[src/rtl/ex_operand_stage_pkg.sv]
// Shared types and ALU operation encodings for the ID/EX operand stage.
// Forward-source selection is an enum so the operand mux decodes by name.
package ex_operand_stage_pkg;

    localparam logic [3:0] ALU_ADDU = 4'd0;
    localparam logic [3:0] ALU_SUBU = 4'd1;
    localparam logic [3:0] ALU_SLT  = 4'd2;
    localparam logic [3:0] ALU_SLTU = 4'd3;
    localparam logic [3:0] ALU_AND  = 4'd4;
    localparam logic [3:0] ALU_OR   = 4'd5;
    localparam logic [3:0] ALU_XOR  = 4'd6;
    localparam logic [3:0] ALU_LUI  = 4'd7;
    localparam logic [3:0] ALU_SLL  = 4'd8;
    localparam logic [3:0] ALU_SRA  = 4'd9;
    localparam logic [3:0] ALU_SRL  = 4'd10;
    localparam logic [3:0] ALU_NOR  = 4'd11;
    localparam logic [3:0] ALU_XXX  = 4'd15;

    typedef enum logic [1:0] {
        FWD_REG = 2'd0,
        FWD_MEM = 2'd1,
        FWD_WB  = 2'd2
    } fwd_sel_e;

endpackage

[src/rtl/ex_operand_stage_fwd_mux.sv]
// Combinational 3-way operand select: MEM result, WB result or latched
// register-file value. Register 0 is hardwired and never forwarded.
module fwd_mux
    import ex_operand_stage_pkg::*;
#(
    parameter int DW = 32,
    parameter int RW = 5
) (
    input  logic [RW-1:0] src,
    input  logic [DW-1:0] reg_val,
    input  logic          mem_en,
    input  logic [RW-1:0] mem_addr,
    input  logic [DW-1:0] mem_data,
    input  logic          wb_en,
    input  logic [RW-1:0] wb_addr,
    input  logic [DW-1:0] wb_data,
    output logic [DW-1:0] fwd_val
);

    fwd_sel_e sel_s;

    // Source priority: the younger MEM result shadows the older WB result.
    always_comb begin
        sel_s = FWD_REG;
        if (src == {RW{1'b0}}) begin
            sel_s = FWD_REG;
        end else if (mem_en && (mem_addr == src)) begin
            sel_s = FWD_MEM;
        end else if (wb_en && (wb_addr == src)) begin
            sel_s = FWD_WB;
        end else begin
            sel_s = FWD_REG;
        end
    end

    // Operand data select.
    always_comb begin
        fwd_val = reg_val;
        case (sel_s)
            FWD_MEM: fwd_val = mem_data;
            FWD_WB:  fwd_val = wb_data;
            FWD_REG: fwd_val = reg_val;
            default: fwd_val = reg_val;
        endcase
    end

endmodule

[src/rtl/ex_operand_stage.sv]
// ID/EX pipeline register with operand forwarding, shamt/immediate
// substitution and load-use hazard detection feeding the ALU.
module ex_operand_stage
    import ex_operand_stage_pkg::*;
#(
    parameter int DW = 32,
    parameter int RW = 5
) (
    input  logic          clk,
    input  logic          rst_n,
    input  logic          id_valid,
    input  logic [RW-1:0] id_rs,
    input  logic [RW-1:0] id_rt,
    input  logic [DW-1:0] id_rs_val,
    input  logic [DW-1:0] id_rt_val,
    input  logic          id_uses_rt,
    input  logic [RW-1:0] id_dest,
    input  logic [15:0]   id_imm,
    input  logic [4:0]    id_shamt,
    input  logic [3:0]    id_aluop,
    input  logic          id_a_shamt,
    input  logic          id_b_imm,
    input  logic          id_imm_sext,
    input  logic          id_reg_write,
    input  logic          id_mem_read,
    input  logic          id_mem_write,
    input  logic          flush,
    input  logic          ext_stall,
    input  logic          mem_fwd_en,
    input  logic [RW-1:0] mem_fwd_addr,
    input  logic [DW-1:0] mem_fwd_data,
    input  logic          wb_fwd_en,
    input  logic [RW-1:0] wb_fwd_addr,
    input  logic [DW-1:0] wb_fwd_data,
    output logic [DW-1:0] alu_a,
    output logic [DW-1:0] alu_b,
    output logic [3:0]    alu_op,
    output logic [DW-1:0] ex_store_data,
    output logic          ex_valid,
    output logic [RW-1:0] ex_dest,
    output logic          ex_reg_write,
    output logic          ex_mem_read,
    output logic          ex_mem_write,
    output logic          hazard_stall
);

    logic [RW-1:0] rs_r, rt_r, dest_r;
    logic [DW-1:0] rs_val_r, rt_val_r, imm_r;
    logic [4:0]    shamt_r;
    logic [3:0]    aluop_r;
    logic          a_shamt_r, b_imm_r;
    logic          valid_r, reg_write_r, mem_read_r, mem_write_r;
    logic          hazard_s;
    logic [DW-1:0] imm_ext_s, rs_fwd_s, rt_fwd_s;

    assign imm_ext_s = {{(DW-16){id_imm_sext & id_imm[15]}}, id_imm};

    // Load in EX whose destination is a source of the instruction in ID.
    always_comb begin
        hazard_s = 1'b0;
        if (valid_r && mem_read_r && id_valid && (dest_r != {RW{1'b0}})) begin
            hazard_s = (dest_r == id_rs) || (id_uses_rt && (dest_r == id_rt));
        end else begin
            hazard_s = 1'b0;
        end
    end

    // EX register: flush beats ext_stall, which beats the load-use bubble;
    // a bubble only clears control so a held operand field does no harm.
    always_ff @(posedge clk or negedge rst_n) begin
        if (!rst_n) begin
            rs_r        <= {RW{1'b0}};
            rt_r        <= {RW{1'b0}};
            dest_r      <= {RW{1'b0}};
            rs_val_r    <= {DW{1'b0}};
            rt_val_r    <= {DW{1'b0}};
            imm_r       <= {DW{1'b0}};
            shamt_r     <= 5'd0;
            aluop_r     <= ALU_XXX;
            a_shamt_r   <= 1'b0;
            b_imm_r     <= 1'b0;
            valid_r     <= 1'b0;
            reg_write_r <= 1'b0;
            mem_read_r  <= 1'b0;
            mem_write_r <= 1'b0;
        end else if (flush || (!ext_stall && hazard_s)) begin
            dest_r      <= {RW{1'b0}};
            aluop_r     <= ALU_XXX;
            valid_r     <= 1'b0;
            reg_write_r <= 1'b0;
            mem_read_r  <= 1'b0;
            mem_write_r <= 1'b0;
        end else if (!ext_stall) begin
            rs_r        <= id_rs;
            rt_r        <= id_rt;
            dest_r      <= id_dest;
            rs_val_r    <= id_rs_val;
            rt_val_r    <= id_rt_val;
            imm_r       <= imm_ext_s;
            shamt_r     <= id_shamt;
            aluop_r     <= id_aluop;
            a_shamt_r   <= id_a_shamt;
            b_imm_r     <= id_b_imm;
            valid_r     <= id_valid;
            reg_write_r <= id_reg_write;
            mem_read_r  <= id_mem_read;
            mem_write_r <= id_mem_write;
        end
    end

    fwd_mux #(.DW(DW), .RW(RW)) u_fwd_rs (
        .src      (rs_r),
        .reg_val  (rs_val_r),
        .mem_en   (mem_fwd_en),
        .mem_addr (mem_fwd_addr),
        .mem_data (mem_fwd_data),
        .wb_en    (wb_fwd_en),
        .wb_addr  (wb_fwd_addr),
        .wb_data  (wb_fwd_data),
        .fwd_val  (rs_fwd_s)
    );

    fwd_mux #(.DW(DW), .RW(RW)) u_fwd_rt (
        .src      (rt_r),
        .reg_val  (rt_val_r),
        .mem_en   (mem_fwd_en),
        .mem_addr (mem_fwd_addr),
        .mem_data (mem_fwd_data),
        .wb_en    (wb_fwd_en),
        .wb_addr  (wb_fwd_addr),
        .wb_data  (wb_fwd_data),
        .fwd_val  (rt_fwd_s)
    );

    assign alu_a         = a_shamt_r ? {{(DW-5){1'b0}}, shamt_r} : rs_fwd_s;
    assign alu_b         = b_imm_r ? imm_r : rt_fwd_s;
    assign ex_store_data = rt_fwd_s;
    assign alu_op        = aluop_r;
    assign ex_valid      = valid_r;
    assign ex_dest       = dest_r;
    assign ex_reg_write  = reg_write_r;
    assign ex_mem_read   = mem_read_r;
    assign ex_mem_write  = mem_write_r;
    assign hazard_stall  = hazard_s;

endmodule

[config.mk]
export PLATFORM = sky130hd
export DESIGN_NAME = ex_operand_stage
export DESIGN_NICKNAME = d
export VERILOG_FILES = /design/src/rtl/ex_operand_stage_pkg.sv /design/src/rtl/ex_operand_stage_fwd_mux.sv /design/src/rtl/ex_operand_stage.sv
export SDC_FILE = /design/constraint.sdc
export NUM_CORES = 1
export LEC_CHECK = 0
export ABC_AREA = 1
export CAP_MARGIN = 10
export CELL_PAD_IN_SITES_DETAIL_PLACEMENT = 0
export CELL_PAD_IN_SITES_GLOBAL_PLACEMENT = 1
export CORE_MARGIN = 1
export CORE_UTILIZATION = 31
export CTS_CLUSTER_DIAMETER = 120
export DETAILED_ROUTE_END_ITERATION = 7
export PLACE_DENSITY = 0.95
export SYNTH_ARGS = -nofsm -noshare
export SYNTH_HDL_FRONTEND = slang
export SYNTH_SLANG_ARGS = --single-unit
[constraint.sdc]
create_clock -name clk -period 8.25 [get_ports clk]
set_clock_uncertainty 0.1 [all_clocks]
set_input_delay 1.65 -clock clk [delete_from_list [all_inputs] [get_ports clk]]
set_output_delay 1.65 -clock clk [all_outputs]
set_load 0.05 [all_outputs]
# == Yosys cells after proc, flatten, opt, wreduce, memory -nomap -nowiden ==
# Cells that the tools add are included.
# op_classes
eq_ne,11
muxes,23
bitwise,3
n_reduce_logical,16
# ops
cell,n
one-hot mux 32 bit (2 select lines),2
two-way mux 32 bit,2
== test 5 bit,6
two-way mux 2 bit,6
zero test 5 bit,2
two-way mux 5 bit,2
logical AND 1 bit,9
two-way mux 1 bit,9
two-way mux 4 bit,2
nonzero test 5 bit,1
== test 2 x 1 -> 1 bit (second input constant),2
== test 2 bit (second input constant),2
logical OR 1 bit,2
inequality test 2 x 1 -> 1 bit (second input constant),1
inverter 1 bit,2
AND reduction 2 bit,1
AND 1 bit,1
zero test 1 bit,1
# totals
ff_bits,111
in_bits,192
out_inout_bits,110
elab_cells,67

# == Depth between registers and ports, before layout ==
# depth
depth_word,8
mapped_depth,14
depth_no_buf,12

# == By module ==
# A second synthesis with hierarchy kept.
# hier_totals
cells_unflattened,1078
area_unflattened_um2,7314.5
# by_module_without_submodules
mod,n_inst,cells_per_inst,area_each_um2
ex_operand_stage,1,660,5257.5
fwd_mux,2,209,1028.5

# == Worst setup path after synthesis ==
# Ideal clock, no wire load.
# synth_path
kind,input port to output port
from,input port mem_fwd_addr[3]
to,output port alu_b[12]
t_arrival_ns,4.338
slack_ns,2.162
path_stages,14
n_path_buf,3
cell_sequence,inv_1 a21boi_0 nand4_1 nand2b_1 nor2_1 ha_1 buf_2 inv_1 buf_2 buf_2 nor2_1 a21oi_1 nand2_1 nand2_1
# synth_via
elab_chain_len,7
elab_cells_between_ends,8
# synth_rtl
element,line_no,rtl
start: declaration,ex_operand_stage.sv:30,"input logic [RW-1:0] mem_fwd_addr,"
== test 5 bit *,ex_operand_stage_fwd_mux.sv:27,end else if (mem_en && (mem_addr == src)) begin
logical AND 1 bit *,ex_operand_stage_fwd_mux.sv:27,
two-way mux 2 bit *,ex_operand_stage_fwd_mux.sv:27,
two-way mux 2 bit *,ex_operand_stage_fwd_mux.sv:25,if (src == {RW{1'b0}}) begin
== test 2 bit or == test 2 x 1 -> 1 bit (tied branches),ex_operand_stage_fwd_mux.sv:39,case (sel_s)
one-hot mux 32 bit (2 select lines) *,ex_operand_stage_fwd_mux.sv:39,
via ex_store_data[12],ex_operand_stage.sv:38,"output logic [DW-1:0] ex_store_data,"
two-way mux 32 bit *,ex_operand_stage.sv:136,assign alu_b = b_imm_r ? imm_r : rt_fwd_s;
end: declaration,ex_operand_stage.sv:36,"output logic [DW-1:0] alu_b,"
# Mark *: on every way through the listed nets, which the timed path passes. The rest lies on a longest branch.

# == Worst setup path after layout ==
# layout_path
from,input port mem_fwd_addr[3]
to,output port alu_b[31]
# layout_via
elab_chain_len,7
elab_cells_between_ends,8
# layout_rtl
element,line_no
== test 5 bit *,ex_operand_stage_fwd_mux.sv:27
logical AND 1 bit *,ex_operand_stage_fwd_mux.sv:27
two-way mux 2 bit *,ex_operand_stage_fwd_mux.sv:27
two-way mux 2 bit *,ex_operand_stage_fwd_mux.sv:25
== test 2 bit or == test 2 x 1 -> 1 bit (tied branches),ex_operand_stage_fwd_mux.sv:39
one-hot mux 32 bit (2 select lines) *,ex_operand_stage_fwd_mux.sv:39
two-way mux 32 bit *,ex_operand_stage.sv:136
# Mark *: on every way between the ends. The rest lies on a longest branch, timed or not.

==> results.md <==
* Status: completed
* Sw frac at 42.3%
* GPL Wtd Cong at 0.959
* Synth cell types at 29
* IO Pins at 302
* First-pass GRT wire length at 40900 um
* Placed Area at 0.00980 mm2
* Final setup TNS at 0 ns
* CP Class: input pin to output port
* Number of global-route vias before repair at 7407
* Vias/cell at 5.01
* WP data arrival at 5.55 ns
* Num CTS Buffers at 9
* HPWL Detailed at 18400 um
* Cts repair resizes at 0
* Worst Max-Slew Pin Slew at 1.11 ns
* Post-synth EDFFs at 0
* Routed len/inst at 17.5 um
* Die width at 149 um
* Tcrit/Tclk final at 88.5%
* FILL cells at 2127
* Synth-to-Final Area Change at 50.9%
* Die Height at 149 um
* ANT nets after route at 0
* Ys flop type: dfrtp_1
* CTS tree: built
* Clk slew on worst S/H paths at 0.07 ns
* Via Count at 7671
* Nets at 1447
* Site Rows at 53
* Worst Path Required at 6.50 ns
* Setup bufs post-CTS at 0
* Synthesis Warnings at 0
* Largest net degree at the start of global routing at 99
* Slew HR at 25.7%
* Sequential fraction of design power at 33.5%
* Max-slew violations at 0
* CTS Hold Bufs at 0
* H-tree depth at 3
* Post-Syn Area at 0.00668 mm2
* Initial antenna violation count at 0
* Final setup violation count at 0
* IO buf count at 301
* Worst setup SP type: input pin
* CP Capture Type: output port
* Die Area at 0.0221 mm2
* Clock period minus worst slack at 7.30 ns
* Pre-antenna DRT Iters at 6
* Hold Fails Final Rpt at 0
* Flop and latch count out of synthesis at 111
* Post-Syn Nets at 1197
* Switch Pwr at 826 uW
* Core Region at 0.0211 mm2
* Max Root-Sink Buffers at 2
* Layout cells sized above 1 at 3.66%
* Max-cap check violation count at 0
* Routed wire length at 26800 um
* Gate Count Post-Synth at 1001
* Pwr/cell area at 194 mW/mm2
* Initial Util at 31.7%
* CTS Sinks at 111
* GRT overflow at 0
* Tightest Hold Check Type: flop to flop
* Clock root buffer: clkbuf_16
* F_max at 0.137 GHz
* Max VDD drop at 0.0994 mV
* Part of the power in combinational logic at 44.2%
* Final Cell Area at 0.0101 mm2
* LEAKAGE at 0.00472 uW
* GRT Total Usage at 24.1%
* Crit path max fanout at 48
* Int Pwr at 1130 uW
* Final Power at 1950 uW
* Fraction of registers with async set/reset at 100%
* Clock latency on the worst-skew pair at 0.35 ns
* Seq/Total Area, Yosys at 41.7%
* Clock network power share at 22.3%
* RSZ-0062 raised after global routing: no
* DRC Markers at 0
* DR iter-0 viols at 492
* Syn Area/Cell at 6.67 um2
* Diode count at 0
registers in the layout (all words and copies together) (netlist names):
signal / flops
shamt_r: 5
ex_mem_write: 1
rs_val_r: 32
rt_r: 5
ex_dest: 5
b_imm_r: 1
ex_valid: 1
ex_reg_write: 1
ex_mem_read: 1
rt_val_r: 32
alu_op: 4
imm_r: 17
rs_r: 5
a_shamt_r: 1
power groups by stage:
stage	sequential, uW	clock (uW)	combinational (uW)
detailed placement	664	0	865
floorplan	660	0	517
finish	654	436	864
global placement	663	0	860
global route	663	473	919
CTS	654	451	868
worst max-delay path, cell delays in order:
cell and delay [ns]:
clkdlybuf4s50_1 0.48, inv_1 0.07, a21boi_0 0.17, nand4_1 0.09
nand2b_1 0.21, nor2_1 0.18, ha_2 0.44, inv_2 0.72
nor2_1 0.19, a31oi_1 0.31, nand2_1 0.08, nand2_1 0.07
clkdlybuf4s50_1 0.82
through the flow:
step	worst slack, ns	instances	hold WS (ns)	util [%]
global route	0.633	1531	0.382	47.8
finish	0.946	1531	0.368	47.8
floorplan	2.16	1001	0.337	-
global placement	1.03	1515	0.349	46.5
detailed placement	0.913	1515	0.353	46.5
CTS	0.910	1531	0.373	47.8
kinds of logic after synthesis:
group           count (synthesis)  synth area share (%)
xor+xnor                        6                 0.787
buf+inv                       118                  7.49
fa+ha+maj                       4                 0.749
compound gates                164                  12.9
flops                         111                  41.7
simple gates                  598                  36.5
Yosys cell counts, drive strengths merged (2+ instances only):
cell / n / area share, %
nand2: 416 / 24
nand3: 115 / 8.6
dfrtp: 107 / 40
a21oi: 100 / 7.5
nor2: 51 / 2.9
inv: 48 / 2.7
o21ai: 39 / 2.9
buf: 35 / 2.8
clkbuf: 35 / 2.0
a31oi: 16 / 1.5
o22ai: 6 / 0.56
nand4: 5 / 0.47
xor2: 5 / 0.66
dfstp: 4 / 1.6
ha: 4 / 0.75
nor3: 4 / 0.30
or2: 4 / 0.37
a22o: 2 / 0.26
cell type report:
| type | instances | area (um2) | share of cell area, % |
|---|---|---|---|
| well taps | 275 | 344 | 3.41 |
| repair buffers | 309 | 3070 | 30.5 |
| clock inverters | 7 | 60.1 | 0.596 |
| flip-flops and latches | 111 | 2780 | 27.6 |
| inverters | 48 | 180 | 1.79 |
| clock buffers | 9 | 225 | 2.23 |
| multi-input cells | 772 | 3420 | 33.9 |
cells in the final DEF, fill, tap and decap left out, types with 2 or more instances in the layout:
master and n:
nand3_1 115, dfrtp_1 107, inv_6 4, nor3_1 4, nand2_4 2, clkdlybuf4s50_1 300
buf_4 9, or2_2 4, a31oi_1 16, inv_1 42, nand2_1 414, clkbuf_16 9
a21oi_1 100, ha_2 4, o22ai_1 6, xor2_1 5, inv_2 6, dfstp_2 4
nand4_1 5, o21ai_0 39, a22o_1 2, nor2_1 50
final timing paths:
path	from	cells after the start	to	slack [ns]
setup / recovery	mem_fwd_addr[3]	13	alu_b[31]	0.95
hold reg to reg	rs_val_r[30]	2	rs_val_r[30]	0.37
setup reg to reg	ex_dest[1]	9	rt_r[1]	5.27
hold / removal	rs_val_r[30]	2	rs_val_r[30]	0.37
min in group asynchronous	rst_n	1	rs_r[0]	1.28
max in group asynchronous	rst_n	2	rt_val_r[12]	5.55
layer usage:
layer	vias up	share of wire [%]	track usage [%]
met5	-	0	0
met4	0	1.9	7.86
met3	34	8.1	4.86
met2	317	48	41.1
met1	3585	42	30.3
li1	3735	-	-
Note: power is estimated with default switching activity, not from simulation.
